`config.mk`:
```
export PLATFORM = sky130hd
export DESIGN_NAME = bin_to_bcd_flat
export DESIGN_NICKNAME = d
export VERILOG_FILES = /design/src/rtl/bin_to_bcd_if.sv /design/src/rtl/bin_to_bcd.sv /design/src/flat_wrapper.sv
export SDC_FILE = /design/constraint.sdc
export NUM_CORES = 1
export LEC_CHECK = 0
export ABC_AREA = 1
export BUFFER_PORTS_ARGS = -buffer_cell sky130_fd_sc_hd__buf_2
export CAP_MARGIN = 20
export CELL_PAD_IN_SITES_DETAIL_PLACEMENT = 1
export CELL_PAD_IN_SITES_GLOBAL_PLACEMENT = 2
export CORE_MARGIN = 8
export CORE_UTILIZATION = 25
export CTS_CLUSTER_SIZE = 16
export DETAILED_ROUTE_END_ITERATION = 16
export MAX_ROUTING_LAYER = met4
export PLACE_DENSITY_LB_ADDON = 0.3
export SLEW_MARGIN = 30
export SYNTH_ARGS = -nofsm -noshare
export SYNTH_HDL_FRONTEND = slang
export SYNTH_SLANG_ARGS = --single-unit
```
`constraint.sdc`:
```
create_clock -name clk -period 3.3 [get_ports clk]
set_clock_uncertainty 0.15 [all_clocks]
set_input_delay 0 -clock clk [delete_from_list [all_inputs] [get_ports clk]]
set_output_delay 0 -clock clk [all_outputs]
set_load 0.02 [all_outputs]
```
`src/rtl/bin_to_bcd_if.sv`:
```
// Binary-in / packed-BCD-out bus for bin_to_bcd. The digit count follows from N.
// There is no handshake: data_in is sampled on every clock, and data_out updates on every clock.
interface bin_to_bcd_if #(
  parameter int N = 8
);
  function automatic int calc_digits(input int n);
    longint unsigned v;
    int d;
    v = (64'd1 << n) - 64'd1;
    d = 0;
    do begin
      d++;
      v = v / 64'd10;
    end while (v != 64'd0);
    return d;
  endfunction

  localparam int DIGITS = calc_digits(N);

  logic [N-1:0]        data_in;
  logic [4*DIGITS-1:0] data_out;

  modport master (output data_in, input data_out);
  modport slave  (input data_in, output data_out);
endinterface

```
`src/rtl/bin_to_bcd.sv`:
```
// Unsigned binary to packed-BCD converter: a combinational double-dabble core followed by an output register.
// Optional feature: define BIN2BCD_IN_REG_EN to also register data_in. This raises the latency to 2 clk.
module bin_to_bcd #(
  parameter int N = 8
) (
  input  logic         clk,
  input  logic         rst,
  bin_to_bcd_if.slave  bus
);
  function automatic int calc_digits(input int n);
    longint unsigned v;
    int d;
    v = (64'd1 << n) - 64'd1;
    d = 0;
    do begin
      d++;
      v = v / 64'd10;
    end while (v != 64'd0);
    return d;
  endfunction

  localparam int DIGITS = calc_digits(N);
  localparam int W      = 4 * DIGITS + N;

  logic [N-1:0]        conv_in;
  logic [W-1:0]        scratch;
  logic [4*DIGITS-1:0] data_out_d;
  logic [4*DIGITS-1:0] data_out_q;

`ifdef BIN2BCD_IN_REG_EN
  logic [N-1:0] in_d;
  logic [N-1:0] in_q;

  always_comb begin
    in_d = bus.data_in;
  end

  always_ff @(posedge clk) begin
    if (rst) in_q <= '0;
    else     in_q <= in_d;
  end

  assign conv_in = in_q;
`else
  assign conv_in = bus.data_in;
`endif

  // Each iteration adjusts every nibble and then shifts. Because of this order, the final shift has no +3 after it.
  always_comb begin
    scratch = {{(4*DIGITS){1'b0}}, conv_in};
    for (int i = 0; i < N; i++) begin
      for (int d = 0; d < DIGITS; d++) begin
        if (scratch[N+4*d +: 4] >= 4'd5)
          scratch[N+4*d +: 4] = scratch[N+4*d +: 4] + 4'd3;
      end
      scratch = scratch << 1;
    end
    data_out_d = scratch[W-1:N];
  end

  always_ff @(posedge clk) begin
    if (rst) data_out_q <= '0;
    else     data_out_q <= data_out_d;
  end

  assign bus.data_out = data_out_q;
endmodule

```
`src/flat_wrapper.sv`:
```
// flat-port wrapper written by rule: the top's interface ports become plain ports
module bin_to_bcd_flat 
#(
  parameter int N = 8
)
  (clk, rst, bus_data_in, bus_data_out);
  bin_to_bcd_if #(.N(N)) bus_i ();
  input  logic clk;
  input  logic rst;
  input wire logic [$bits(bus_i.data_in)-1:0] bus_data_in;
  output wire logic [$bits(bus_i.data_out)-1:0] bus_data_out;
  assign bus_i.data_in = bus_data_in;
  assign bus_data_out = bus_i.data_out;
  bin_to_bcd #(.N(N)) u_core (.clk(clk), .rst(rst), .bus(bus_i));
endmodule
```
==> results of run 1 <==
-- placed cells by master, fill, tap and decap left out, types with 5 or more instances in the layout --
| cell | synthesis | routed |
|---|---|---|
| nand2_1 | 39 | 28 |
| nand2_2 | 12 | 16 |
| ha_4 | 0 | 6 |
| nand3_1 | 17 | 12 |
| nor2_1 | 11 | 9 |
| a21oi_1 | 8 | 5 |
| dfxtp_1 | 10 | 10 |
| inv_1 | 26 | 19 |
| buf_2 | 0 | 17 |
| nand2_4 | 0 | 7 |
| buf_4 | 2 | 38 |
| nand3_2 | 4 | 7 |
-- cell type report --
| class | instances | area, sq um |
|---|---|---|
| clock buffers | 4 | 55.1 |
| inverters | 26 | 110 |
| well taps | 48 | 60.1 |
| multi-input cells | 116 | 878 |
| repair buffers | 62 | 444 |
| flip-flops and latches | 10 | 200 |
| fillers | 492 | 1940 |
-- path summary, 6_finish.rpt --
| path | to | cells after the start |
|---|---|---|
| setup / recovery | u_core.bus.data_out[5] | 29 |
| hold / removal | u_core.bus.data_out[3] | 5 |
-- where the power goes --
part           total, uW  internal (uW)  leakage (uW)  switching, uW
combinational        570            250      0.000830            320
sequential           154            149     0.0000829           5.08
clock                149            105     0.0000288           44.1
-- logic make-up after synthesis --
logic type | count (synthesis) | share of synthesized area
simple gates | 90 | 0.449
compound gates | 15 | 0.106
flops | 10 | 0.208
other cells | 1 | 0.00389
buf+inv | 28 | 0.117
fa+ha+maj | 9 | 0.117
-- metal layers --
layer,up-vias,GRT usage,part of all wire
li1,616,-,-
met1,555,0.103,0.43
met2,19,0.182,0.53
met3,6,0.0159,0.027
met4,0,0.0333,0.014
met5,-,-,0
-- metrics by stage --
step,hold slack [ps],cell area (sq um)
finish,100,1750
floorplan,-80.9,972
CTS,151,1500
global route,149,1750
detailed placement,61.7,1290
global placement,53.0,1290
-- what timing repair did --
action                     CTS  global route
hold buffers                 4             0
setup endpoints to repair    5             8
resized for setup           12            50
setup buffers                9             6
pin swaps                    7            17
gates cloned                 0             0
hold endpoints to repair     4             0
==> results.md, run 1 <==
- Status: finished, final reports clean
- Asr flop ratio synth: 0
- CTS tree: built
- Fin. Hold Viols: 0
- Final WL: 3340 um
- DRT Pass-1 Iters: 4
- Leak: 0.000941 uW
- CP delay by family, top: simple AND/OR/NAND/NOR gates
- DR WL/cell: around 13 um
- Initial core utilization: 0.262
- Syn Area/Cell: roughly 6.3 sq um
- Critical Path RT: roughly 3300 ps
- First-pass GRT wire length: 5140 um
- Ys flop type: dfxtp_1
- Layout cells sized above 1: 0.546
- Worst setup margin: approximately 130 ps
- P&R area growth vs syn: 81.2%
- Port bufs: 19
- Post-DRT Antenna Nets: 0
- Fmax: approximately 0.32 GHz
- Crit path launch: bus_data_in[5]
- Largest net degree at the start of global routing: 7
- Largest register FFs: 10
- Hold_sp: bus_data_in[2]
- Largest area contributor in the netlist: dfxtp_1
- Bufs and invs on worst path: 9
- Crit-path slowest cell: or3_1
- Peak VDD IR: roughly 130 uV
- WS Path Type: in2reg
- Number of diodes: 0
- Cell variety after synth: 23
- DRC violations left: 0
- Vias in the first global route: between 1000 and 1500
- GPL Wtd Cong: approximately 0.75
- CTS Root Cell: clkbuf_8
- Initial antenna violation count: 0
- Die W: between 70 and 80 um
- H-tree depth: 1
- Yosys warning total: 0
- P per Cell Area: 499 mW/mm^2
- Post-Syn Instances: 153
- Final setup vio count: 0
- Core Footprint: roughly 0.0037 sq mm
- Maximum buffer depth of the clock tree: 2
- DP Cell Count: around 240
- Min Tclk post-route: between 3000 and 4000 ps
- Post-Layout Cell Count: approximately 270
- Die H: a little under 80 um
- Mean number of vias per cell: 4.50
- Post-synthesis sequential area ratio: 0.208
- CP max stage delay: ~330 ps
- Crit end category: register
- CTS Sinks: 10
- Worst Path Max Fanout: 4
- Fin Setup TNS: 0 ps
- Detailed Place HPWL: approximately 2300 um
- Die Area: between 0.006 and 0.007 sq mm
- Gr usage total: 0.0985
- Synth Cell Area: 965 sq um
- Clock-pin slew on the worst setup and hold paths: ~50 ps
- Top cell type's share of synthesized area: 0.208
- Hold Crit Class: in2reg
- Critical path startpoint category: input pin
- Worst EP arrival: around 3200 ps
- CTS buffer count: 3
- Max-cap violations: 0
- Final core occ: 0.474
- Most frequent CP cell: ha_4
- Vias after detailed routing: 1196
- Max-slew violations: 0
- DP Worst Slack: -457 ps
- FF+latch count, synth: 10
- Starting DRT DRC Count: between 60 and 70
- Top cells by count, synth: 39 x nand2_1, 26 x inv_1, 17 x nand3_1
- Final-stage net count: between 200 and 250
- Top cells by area, synth: dfxtp_1 21%, nand2_1 15%, ha_1 12%, inv_1 10%, nand3_1 8.8%
- Total power: 873 uW
- Number of flops mapped to enable cells by yosys: 0
- Fin crit share: 0.962
- GRT overflow: 0
- Core Rows: 22
- I/O pin total: 22
- Count leader, synth: nand2_1
No activity file was read; power rests on OpenSTA's default activity.
==> inputs of run 2 (changes only) <==
- CORE_MARGIN: 8 -> default
==> run 2 against run 1 <==
Wire length down 3.9%; worst hold slack better by 39 ps; worst setup slack worse by 14 ps; core utilization down 2.2 points; non-clock buffer count down 8; clock power about the same; cell count down 3.0%; via count down 2.6%; critical path depth up 1; final area down 4.6%; first-iteration DRC count down 59%.
==> results.md, run 2 (synthesis results as in run 1) <==
- Sequential power share: 0.186 (+0.009)
- Final WL: 3210 um (-3.9%)
- Worst EP arrival: 3210 ps (+20 ps)
- Leak: 0.000882 uW (-6.3%)
- Worst setup path end: u_core.bus.data_out[5]
- WS Path Type: in2reg
- P per Cell Area: 498 mW/mm^2 (-0.33%)
- Switching share of power: 0.423 (about the same)
- Commonest non-fill, non-tap cell in the layout: buf_4
- GPL Wtd Cong: 0.777 (+3.2%)
- Crit-path slowest cell: or3_4
- DRC violations left: 0 (unchanged)
- Max-cap violations: 0 (unchanged)
- RSZ-0062 raised after global routing: true
- Fmax: 0.314 GHz (-0.44%)
- Fin. Hold Viols: 0 (unchanged)
- Min Tclk post-route: 3190 ps (+14.0 ps)
- DR WL/cell: 12.5 um (-0.88%)
- Initial core utilization: 0.262 (unchanged)
- CTS tree: built
- Hold Crit Class: in2reg
- P&R area growth vs syn: 72.9%
- Vias after detailed routing: 1165 (-2.6%)
- WP depth: 30 (+3.4%)
- Post-DRT Antenna Nets: 0 (unchanged)
- CP max stage delay: 340 ps (about the same)
- Peak VDD IR: 172 uV (+32%)
- Number of diodes: 0 (unchanged)
- Die Area: 0.00411 sq mm (-33%)
- Fin crit share: 0.966 (+0.00424)
- Largest net degree at the start of global routing: 7 (unchanged)
- DRT Pass-1 Iters: 4 (unchanged)
- Maximum buffer depth of the clock tree: 2 (unchanged)
- Largest register FFs: 10 (unchanged)
- Met1 Use GR: 0.165 (+0.0622)
- Port bufs: 19 (unchanged)
- Core Footprint: 0.00369 sq mm (unchanged)
- First-pass GRT wire length: 4700 um (-8.6%)
- Crit path launch: bus_data_in[5]
- Psw: 352 uW (-4.8%)
- Clock power frac: 0.183 (+0.013)
- CTS Sinks: 10 (unchanged)
- Area after DPL: 0.00123 sq mm (-4.6%)
- Critical path startpoint category: input pin
- Crit end category: register
- Critical Path RT: 3320 ps (about the same)
- Combinational share of power: 0.631 (-0.022)
- Final instance area: 0.00167 sq mm (-4.6%)
- Top Usage Layer GRT: met2
- Die H: 64.1 um (-18%)
- Worst Path Max Fanout: 4 (unchanged)
- Commonest non-fill, non-tap cells in the layout: 31 x buf_4, 29 x nand2_1, 19 x nand2_2
- Detailed Place HPWL: 2070 um (-11%)
- Final setup vio count: 0 (unchanged)
- CTS Root Cell: clkbuf_8
- Die W: 64.1 um (-18%)
- Starting DRT DRC Count: 26 (-59%)
- Final-stage net count: 230 (-3.4%)
- Status: finished, final reports clean
- Final core occ: 0.452 (-0.0217)
- Max-slew violations: 0 (unchanged)
- Core Rows: 22 (unchanged)
- Vias in the first global route: 1151 (-9.4%)
- Initial antenna violation count: 0 (unchanged)
- Clock-pin slew on the worst setup and hold paths: 50 ps (about the same)
- CP delay by family, top: simple AND/OR/NAND/NOR gates
- Layout cells sized above 1: 0.524 (-0.0221)
- I/O pin total: 22 (unchanged)
- Mean number of vias per cell: 4.52 (+0.43%)
- Bufs and invs on worst path: 9 (unchanged)
- GRT overflow: 0 (unchanged)
- Gr usage total: 0.145 (+0.0466)
- GR Util met3: 0.0107 (-0.00523)
- H-tree depth: 1 (unchanged)
- Int Pwr: 479 uW (-4.9%)
- CTS buffer count: 3 (unchanged)
- Met2 Use GR: 0.278 (+0.0957)
[run 2: power groups by stage]
stage | logic (uW) | clock network [uW] | registers, uW
floorplan | 230 | 0 | 195
global placement | 384 | 0 | 156
detailed placement | 396 | 0 | 156
CTS | 437 | 154 | 154
global route | 582 | 160 | 158
finish | 524 | 152 | 154
[run 2: what timing repair did]
action	4_1_cts	5_1_grt
pin swaps	6	16
setup buffers	6	9
setup endpoints to repair	6	8
hold endpoints to repair	4	0
resized for setup	13	47
hold buffers	4	0
[run 2: worst min-delay path: stages]
cell and delay, ps:
buf_2 100, inv_1 80, nand2_2 100, nand3_2 80
nand2_1 70, a21oi_1 50
[run 2: layout make-up]
| cell class | instances | area (sq um) |
|---|---|---|
| fill | 482 | 2020 |
| clock buffer | 4 | 55.1 |
| multi-input combinational | 116 | 850 |
| inverter | 26 | 115 |
| timing repair buffer | 54 | 388 |
| sequential | 10 | 200 |
| tap | 48 | 60.1 |
[run 2: through the flow]
step                cells  hold WS, ps  TNS [ps]  worst slack (ps)  total power, uW
floorplan             154        -80.9         0              51.5              425
global placement      235         54.4     -1090              -286              540
detailed placement    235         67.1     -2640              -448              553
CTS                   249          156         0              3.14              744
global route          258          191      -483              -118              900
finish                258          140         0               112              830
[run 2: how the worst min path moves through the flow]
stage | slack [ps] | cells after the start | startpoint | to
floorplan | -80 | 1 | rst | u_core.bus.data_out[1]
global placement | 50 | 3 | bus_data_in[0] | u_core.bus.data_out[0]
global route | 190 | 6 | bus_data_in[2] | u_core.bus.data_out[3]
finish | 140 | 6 | bus_data_in[2] | u_core.bus.data_out[3]
detailed placement | 70 | 3 | bus_data_in[0] | u_core.bus.data_out[0]
CTS | 160 | 5 | bus_data_in[2] | u_core.bus.data_out[3]
[run 2: metal layers]
| layer | part of all wire | vias up |
|---|---|---|
| met5 | 0 | - |
| met4 | 0.013 | 0 |
| met3 | 0.025 | 4 |
| met2 | 0.55 | 20 |
| met1 | 0.42 | 540 |
| li1 | - | 601 |
